===== src/rtl/mem_arb_pkg.sv =====
// Shared types for the two-master SRAM arbiter: FSM states, grant owner and
// the read data returned on a force-completed access.
package mem_arb_pkg;

  typedef enum logic [1:0] {
    ST_IDLE  = 2'd0,
    ST_ISSUE = 2'd1,
    ST_RESP  = 2'd2
  } state_e;

  typedef enum logic {
    GNT_I = 1'b0,
    GNT_D = 1'b1
  } grant_e;

  localparam logic [31:0] TIMEOUT_RDATA = 32'h0;

endpackage


===== src/rtl/mem_arb_pick.sv =====
// Winner selection between fetch and data requests.
// MEM_ARB_ROUND_ROBIN_EN: ties go to the port not served last; otherwise data wins.
module mem_arb_pick
  import mem_arb_pkg::*;
(
  input  logic   i_valid,
  input  logic   d_valid,
  input  grant_e last_grant,
  output grant_e next_grant,
  output logic   any_req
);

  assign any_req = i_valid | d_valid;

`ifdef MEM_ARB_ROUND_ROBIN_EN
  always_comb begin
    next_grant = GNT_I;
    if (i_valid && d_valid)
      next_grant = (last_grant == GNT_D) ? GNT_I : GNT_D;
    else if (d_valid)
      next_grant = GNT_D;
  end
`else
  logic unused_last;
  assign unused_last = last_grant;

  always_comb begin
    next_grant = GNT_I;
    if (d_valid)
      next_grant = GNT_D;
  end
`endif

endmodule


===== src/rtl/mem_arbiter.sv =====
// Fetch/data arbiter for the single-port SRAM with a response-timeout guard.
// Optional MEM_ARB_ROUND_ROBIN_EN selects round-robin tie breaking.
//
// state    | meaning
// ST_IDLE  | no access in flight, SRAM outputs parked at 0
// ST_ISSUE | one-cycle mem_valid pulse for the granted port
// ST_RESP  | waiting for mem_ready or the timeout terminal count
module mem_arbiter
  import mem_arb_pkg::*;
#(
  parameter int TIMEOUT_CYCLES = 16
) (
  input  logic        clk,
  input  logic        resetn,
  input  logic        i_valid,
  input  logic [31:0] i_addr,
  output logic [31:0] i_rdata,
  output logic        i_ready,
  input  logic        d_valid,
  input  logic [31:0] d_addr,
  input  logic [31:0] d_wdata,
  input  logic [3:0]  d_wstrb,
  output logic [31:0] d_rdata,
  output logic        d_ready,
  output logic        mem_valid,
  output logic [31:0] mem_addr,
  output logic [31:0] mem_wdata,
  output logic [3:0]  mem_wstrb,
  input  logic [31:0] mem_rdata,
  input  logic        mem_ready,
  output logic        timeout_err
);

  localparam int CW = $clog2(TIMEOUT_CYCLES);
  localparam logic [CW-1:0] TMO_LOAD = CW'(TIMEOUT_CYCLES - 1);

  state_e        state;
  grant_e        grant;
  grant_e        last_served;
  grant_e        pick_grant;
  logic [CW-1:0] resp_left;
  logic          in_resp;
  logic          busy;
  logic          tmo_hit;
  logic          done;
  logic          i_req;
  logic          d_req;
  logic          any_req;
  logic [31:0]   resp_data;

  assign in_resp = (state == ST_RESP);
  assign busy    = (state != ST_IDLE);
  // A ready on the same terminal-count cycle beats the timeout.
  assign tmo_hit = in_resp && !mem_ready && (resp_left == '0);
  assign done    = in_resp && (mem_ready || tmo_hit);

  // The port completing this cycle still holds valid; it must not re-win.
  assign i_req = i_valid && !(in_resp && grant == GNT_I);
  assign d_req = d_valid && !(in_resp && grant == GNT_D);

`ifdef MEM_ARB_ROUND_ROBIN_EN
  always_ff @(posedge clk or negedge resetn) begin
    if (!resetn)
      last_served <= GNT_D;
    else if (done)
      last_served <= grant;
  end
`else
  assign last_served = GNT_D;
`endif

  mem_arb_pick u_pick (
    .i_valid    (i_req),
    .d_valid    (d_req),
    .last_grant (last_served),
    .next_grant (pick_grant),
    .any_req    (any_req)
  );

  always_ff @(posedge clk or negedge resetn) begin
    if (!resetn) begin
      state     <= ST_IDLE;
      grant     <= GNT_D;
      resp_left <= '0;
    end else begin
      case (state)
        ST_IDLE: begin
          if (any_req) begin
            grant <= pick_grant;
            state <= ST_ISSUE;
          end
        end
        ST_ISSUE: begin
          resp_left <= TMO_LOAD;
          state     <= ST_RESP;
        end
        ST_RESP: begin
          if (done) begin
            if (any_req) begin
              grant <= pick_grant;
              state <= ST_ISSUE;
            end else begin
              state <= ST_IDLE;
            end
          end else begin
            resp_left <= resp_left - 1'b1;
          end
        end
        default: state <= ST_IDLE;
      endcase
    end
  end

  assign mem_valid = (state == ST_ISSUE);
  assign mem_addr  = !busy ? 32'h0 : ((grant == GNT_D) ? d_addr : i_addr);
  assign mem_wdata = (busy && grant == GNT_D) ? d_wdata : 32'h0;
  assign mem_wstrb = (busy && grant == GNT_D) ? d_wstrb : 4'h0;

  assign resp_data   = mem_ready ? mem_rdata : TIMEOUT_RDATA;
  assign i_ready     = done && (grant == GNT_I);
  assign d_ready     = done && (grant == GNT_D);
  assign i_rdata     = i_ready ? resp_data : 32'h0;
  assign d_rdata     = d_ready ? resp_data : 32'h0;
  assign timeout_err = tmo_hit;

endmodule


===== config.mk =====
export PLATFORM = sky130hd
export DESIGN_NAME = mem_arbiter
export DESIGN_NICKNAME = d
export VERILOG_FILES = /design/src/rtl/mem_arb_pkg.sv /design/src/rtl/mem_arb_pick.sv /design/src/rtl/mem_arbiter.sv
export SDC_FILE = /design/constraint.sdc
export NUM_CORES = 1
export LEC_CHECK = 0
export ABC_AREA = 1
export CAP_MARGIN = 0
export CORE_AREA = 2 2 106 108
export CTS_CLUSTER_SIZE = 24
export DETAILED_ROUTE_END_ITERATION = 12
export DIE_AREA = 0 0 108 110
export PLACE_DENSITY = 0.68
export SYNTH_ARGS = -nofsm -noshare
export SYNTH_HDL_FRONTEND = slang
export SYNTH_HIERARCHICAL = 1
export SYNTH_SLANG_ARGS = --single-unit

===== constraint.sdc =====
create_clock -name clk -period 4.9 [get_ports clk]
set_clock_uncertainty 0.2 [all_clocks]
set_input_delay 0.98 -clock clk [delete_from_list [all_inputs] [get_ports clk]]
set_output_delay 0.98 -clock clk [all_outputs]
set_load 0.01 [all_outputs]

After elaboration in Yosys (flattened, before gate mapping)
Index checks and enable logic that the tools add are counted.
{"block": "word_totals", "rom_bits": 0, "inputBits": 137, "latch_bits": 0, "regBits": 7, "out_inout_bits": 136, "ramBits": 0, "memories": 0}
{"block": "classes", "mul": 0, "mux": 17, "n_shift": 0, "n_reduce_logical": 22, "eq_ne": 5, "div": 0, "bitwise_logic": 2, "magnitude_cmp": 0, "addsub": 1}
{"operator": "$mux W32", "n": 6}
{"operator": "$logic_and A1 B1 Y1", "n": 10}
{"operator": "$mux W4", "n": 2}
{"operator": "$pmux W4 S2", "n": 1}
{"operator": "$pmux W2 S3", "n": 1}
{"operator": "$reduce_and A2 Y1", "n": 3}
{"operator": "$reduce_bool A2 Y1", "n": 3}
{"operator": "$logic_not A4 Y1", "n": 1}
{"operator": "$mux W1", "n": 4}
{"operator": "$mux W2", "n": 2}
{"operator": "$ne A2 B2 Y1 const B", "n": 2}
{"operator": "$sub A4 B1 Y4 const B", "n": 1}
{"operator": "$logic_not A1 Y1", "n": 3}
{"operator": "$eq A2 B1 Y1 const B", "n": 1}
{"operator": "$eq A2 B2 Y1 const B", "n": 1}
{"operator": "$logic_not A2 Y1", "n": 1}
{"operator": "$ne A2 B1 Y1 const B", "n": 1}
{"operator": "$pmux W1 S2", "n": 1}
{"operator": "$logic_or A1 B1 Y1", "n": 1}
{"operator": "$not A1 Y1", "n": 1}
{"operator": "$or A1 B1 Y1", "n": 1}

Depth between registers and ports, before layout
{"block": "depth", "depth_word": 8, "depth_mapped": 12}

Cells and area by module
The synthesis kept the hierarchy.
{"module": "mem_arbiter", "instances": 1, "area_per_inst_um2": 1659.1, "cells_each": 351}
{"module": "mem_arb_pick", "instances": 1, "area_per_inst_um2": 18.8, "cells_each": 4}

Worst setup path after synthesis
Ideal clock, no wire load.
{"block": "synth_path", "path_kind": "input port to output port", "startpoint": "input port mem_ready", "endpoint": "output port d_rdata[2]", "path_stages": 4, "slack_ns": 2.021, "arrival_ns": 1.699, "cell_sequence": "buf_2 > clkbuf_1 > nand2_1 > nor2_1"}
{"block": "synth_between", "elab_chain_len": 7}
{"element": "start: declaration", "line_no": "mem_arbiter.sv:30", "rtl": "input logic mem_ready,"}
{"element": "$logic_not A1 Y1", "line_no": "mem_arbiter.sv:54", "rtl": "assign tmo_hit = in_resp && !mem_ready && (resp_left == '0);"}
{"element": "$logic_and A1 B1 Y1 (2 in series)", "line_no": "mem_arbiter.sv:54"}
{"element": "$logic_or A1 B1 Y1", "line_no": "mem_arbiter.sv:55", "rtl": "assign done = in_resp && (mem_ready || tmo_hit);"}
{"element": "$logic_and A1 B1 Y1", "line_no": "mem_arbiter.sv:55"}
{"element": "$logic_and A1 B1 Y1", "line_no": "mem_arbiter.sv:121", "rtl": "assign d_ready = done && (grant == GNT_D);"}
{"element": "$mux W32 (*)", "line_no": "mem_arbiter.sv:123", "rtl": "assign d_rdata = d_ready ? resp_data : 32'h0;"}
{"element": "end: declaration", "line_no": "mem_arbiter.sv:23", "rtl": "output logic [31:0] d_rdata,"}
Every way passes the cells marked *; elsewhere a longest branch is shown, timed or not.

Worst setup path in the final report
{"block": "layout_path", "startpoint": "input port mem_ready", "endpoint": "output port i_rdata[21]"}
{"block": "layout_between", "elab_chain_len": 7}
{"element": "$logic_not A1 Y1", "line_no": "mem_arbiter.sv:54"}
{"element": "$logic_and A1 B1 Y1 (2 in series)", "line_no": "mem_arbiter.sv:54"}
{"element": "$logic_or A1 B1 Y1", "line_no": "mem_arbiter.sv:55"}
{"element": "$logic_and A1 B1 Y1", "line_no": "mem_arbiter.sv:55"}
{"element": "$logic_and A1 B1 Y1", "line_no": "mem_arbiter.sv:120", "rtl": "assign i_ready = done && (grant == GNT_I);"}
{"element": "$mux W32 (*)", "line_no": "mem_arbiter.sv:122", "rtl": "assign i_rdata = i_ready ? resp_data : 32'h0;"}
{"element": "end: declaration", "line_no": "mem_arbiter.sv:17", "rtl": "output logic [31:0] i_rdata,"}
Marked as above.

==> qor.tcl <==
set qor(cts.sink_count) 7
set qor(die_area_mm2) 0.01188
set qor(detailed_place.area_mm2) 0.004441
set qor(overflow) 0
set qor(synthCells) 354
set qor(setup.worst_path.class) {in -> out}
set qor(drt-pass1-iter-count) 4
set qor(initial_core_util_pct) 15.65
set qor(final_util_pct) 41.93
set qor(placement_rows) 38
set qor(timing.critical_path.arrival_ns) 2.66
set qor(regToRegSetupSlack_ns) 2.65
set qor(leakage_nw) 1.948
set qor(crit_path_end_kind) {output port}
set qor(grt_util_all_layers_pct) 13.99
set qor(power_density_mw_per_mm2) 359.9
set qor(count_of_hold_buffers_inserted_by_post_cts_repair) 0
set qor(final_max_slew_viol_count) 0
set qor(worst_hold_path.endpoint) {resp_left[0]}
set qor(reg_to_reg_start) {grant}
set qor(drt-initial-drc-count) 155
set qor(critPathMaxFanout) 35
set qor(port-buffer-count) 272
set qor(cts.repair_timing.setup_buffer_count) 0
set qor(crit_required_ns) 3.72
set qor(vias) 3075
set qor(cts_tree) {yes}
set qor(place.gp.congestion) 0.8656
set qor(fin_nets) 750
set qor(tritoncts.num_buffers) 3
set qor(period_share_pct) 78.27
set qor(setup_viol) 0
set qor(clockRootBuffer) {sky130_fd_sc_hd__clkbuf_8}
set qor(crit_path_frequent_cell) {sky130_fd_sc_hd__clkdlybuf4s50_1}
set qor(max-cap-violations) 0
set qor(slowest_delay_ns) 0.58
set qor(pin_count) 273
set qor(via_count_of_the_first_global_routing_pass) 2565
set qor(finalHoldViolations) 0
set qor(grt_start_max_net_pins) 37
set qor(fillCellCount) 1117
set qor(crit_slowest_cell) {sky130_fd_sc_hd__clkdlybuf4s50_1}
set qor(ctsHtreeMaxLevel) 1
set qor(ir_worst_vdd_v) 0.0002268
set qor(critical_path.n_buffers_inverters) 3
set qor(fin_hold_ws_ns) 0.2891
set qor(fmaxAchievable_ghz) 0.2607
set qor(finalSetupTns_ns) 0
set qor(core_area_mm2) 0.01070
set qor(dpl.hpwl_mm) 7.832
set qor(syn-cell-area_mm2) 0.001674
set qor(grt_setup_unrepaired) {false}
set qor(flow.area_growth_from_synthesis_pct) 167.9
set qor(wire_length_of_the_first_global_routing_pass_mm) 13.35
set qor(total_wirelength_mm) 9.798
set qor(start_kind) {input port}
set qor(min_delay_path_depth) 2
set qor(regToRegEndpoint) {grant}
set qor(timing.hold.worst.start) {resp_left[0]}
set qor(timing.max_slew.rel_slack_pct) 58.37
set qor(critical_path_cell_sequence) {clkdlybuf4s50_1 > buf_4 > nand2_1 > nor2_1 > clkdlybuf4s50_1}
set qor(synth_fp_nets) 493
set qor(horiz_die_dim_um) 108
set qor(diode_insertion_count_for_antenna_repair) 0
set qor(post_drt_wl_per_cell_um) 13.06
set qor(drt_drc_violations_left) 0
set qor(ctsResizeCount) 0
set qor(grt_antenna_before_repair) 0
set qor(worst_skew_pair.late_latency_ns) 0.23
set qor(yosysWarnings) 6
set qor(cts.path.max_buffers) 2
set qor(run_status) {completed}
set qor(final_cell_area_mm2) 0.004486
set qor(ant_nets) 0
set qor(worst_path_dominant_cell_family) {buffers and inverters}
set qor(clk_pin_slew_worst_paths_ns) 0.04
set qor(syn_avg_cell_area_um2) 4.729
set qor(finalWorstPathRequiredPeriod_ns) 3.835
set qor(die_h_um) 110
set qor(hp-class) {reg -> reg}
set qor(reg2reg_depth) 11
set qor(timing_worst_slew_pin_value_ns) 0.6244
set qor(drive_above_1_share_pct) 3.115
set qor(vias_per_cell) 4.100
-- sequential cells by signal (all words and copies together), names as in the netlist --
name       count
grant          1
resp_left      4
state          2
-- stage by stage --
stage / setup slack [ns] / power, mW / std cells
after floorplan: 2.021 / 0.8177 / 354
after global placement: 1.110 / 1.523 / 746
after detailed placement: 1.121 / 1.545 / 746
after CTS: 1.117 / 1.637 / 750
after global routing: 0.9928 / 1.747 / 750
final: 1.065 / 1.614 / 750
-- layout by cell type (no fill, tap or decap), drive strengths merged --
| master | n |
|---|---|
| clkdlybuf4s50 | 272 |
| inv | 49 |
| a21oi | 32 |
| nand2 | 122 |
| a31oi | 1 |
| nand3 | 6 |
| o21ai | 1 |
| buf | 4 |
| nor3 | 1 |
| nor2 | 108 |
| clkbuf | 4 |
| dfrtp | 6 |
| dfstp | 1 |
| xnor2 | 1 |
| ha | 2 |
-- worst min-delay path, cell delays in order, from the launching register on --
cell and delay (ns):
sky130_fd_sc_hd__dfrtp_1 0.34, sky130_fd_sc_hd__nand2_1 0.05, sky130_fd_sc_hd__nand2_1 0.06
-- metal layers --
metal  global-route usage, %  vias to the layer above  wire length [µm]
met2                   26.06                      144              4912
met1                   16.77                     1367              3929
li1                        -                     1551                 -
met3                   2.822                       13               842
met4                   2.473                        0               113
met5                       0                        -                 0
-- worst max-delay path by stage --
stage                  endpoint      start  cells past startpoint
finish              i_rdata[21]  mem_ready                      5
global route        i_rdata[19]  mem_ready                      5
CTS                 d_rdata[24]  mem_ready                      5
detailed placement  d_rdata[24]  mem_ready                      5
global placement    i_rdata[21]  mem_ready                      5
floorplan            d_rdata[2]  mem_ready                      4
-- area by class of cell --
type	count	area (µm²)	area share, %
clock buffers	4	45.04	1.004
inverters	49	183.9	4.100
multi-input cells	274	1152	25.69
flip-flops and latches	7	176.4	3.933
well taps	140	175.2	3.905
repair buffers	276	2753	61.37
-- where the power goes --
group / leakage [nW] / switching [mW] / internal [mW]
clock network: 0.0228 / 0.0255 / 0.0563
registers: 0.0803 / 0.0451 / 0.0915
logic: 1.84 / 0.708 / 0.688
total: 1.95 / 0.779 / 0.835
Note: power is estimated with default switching activity, not from simulation.
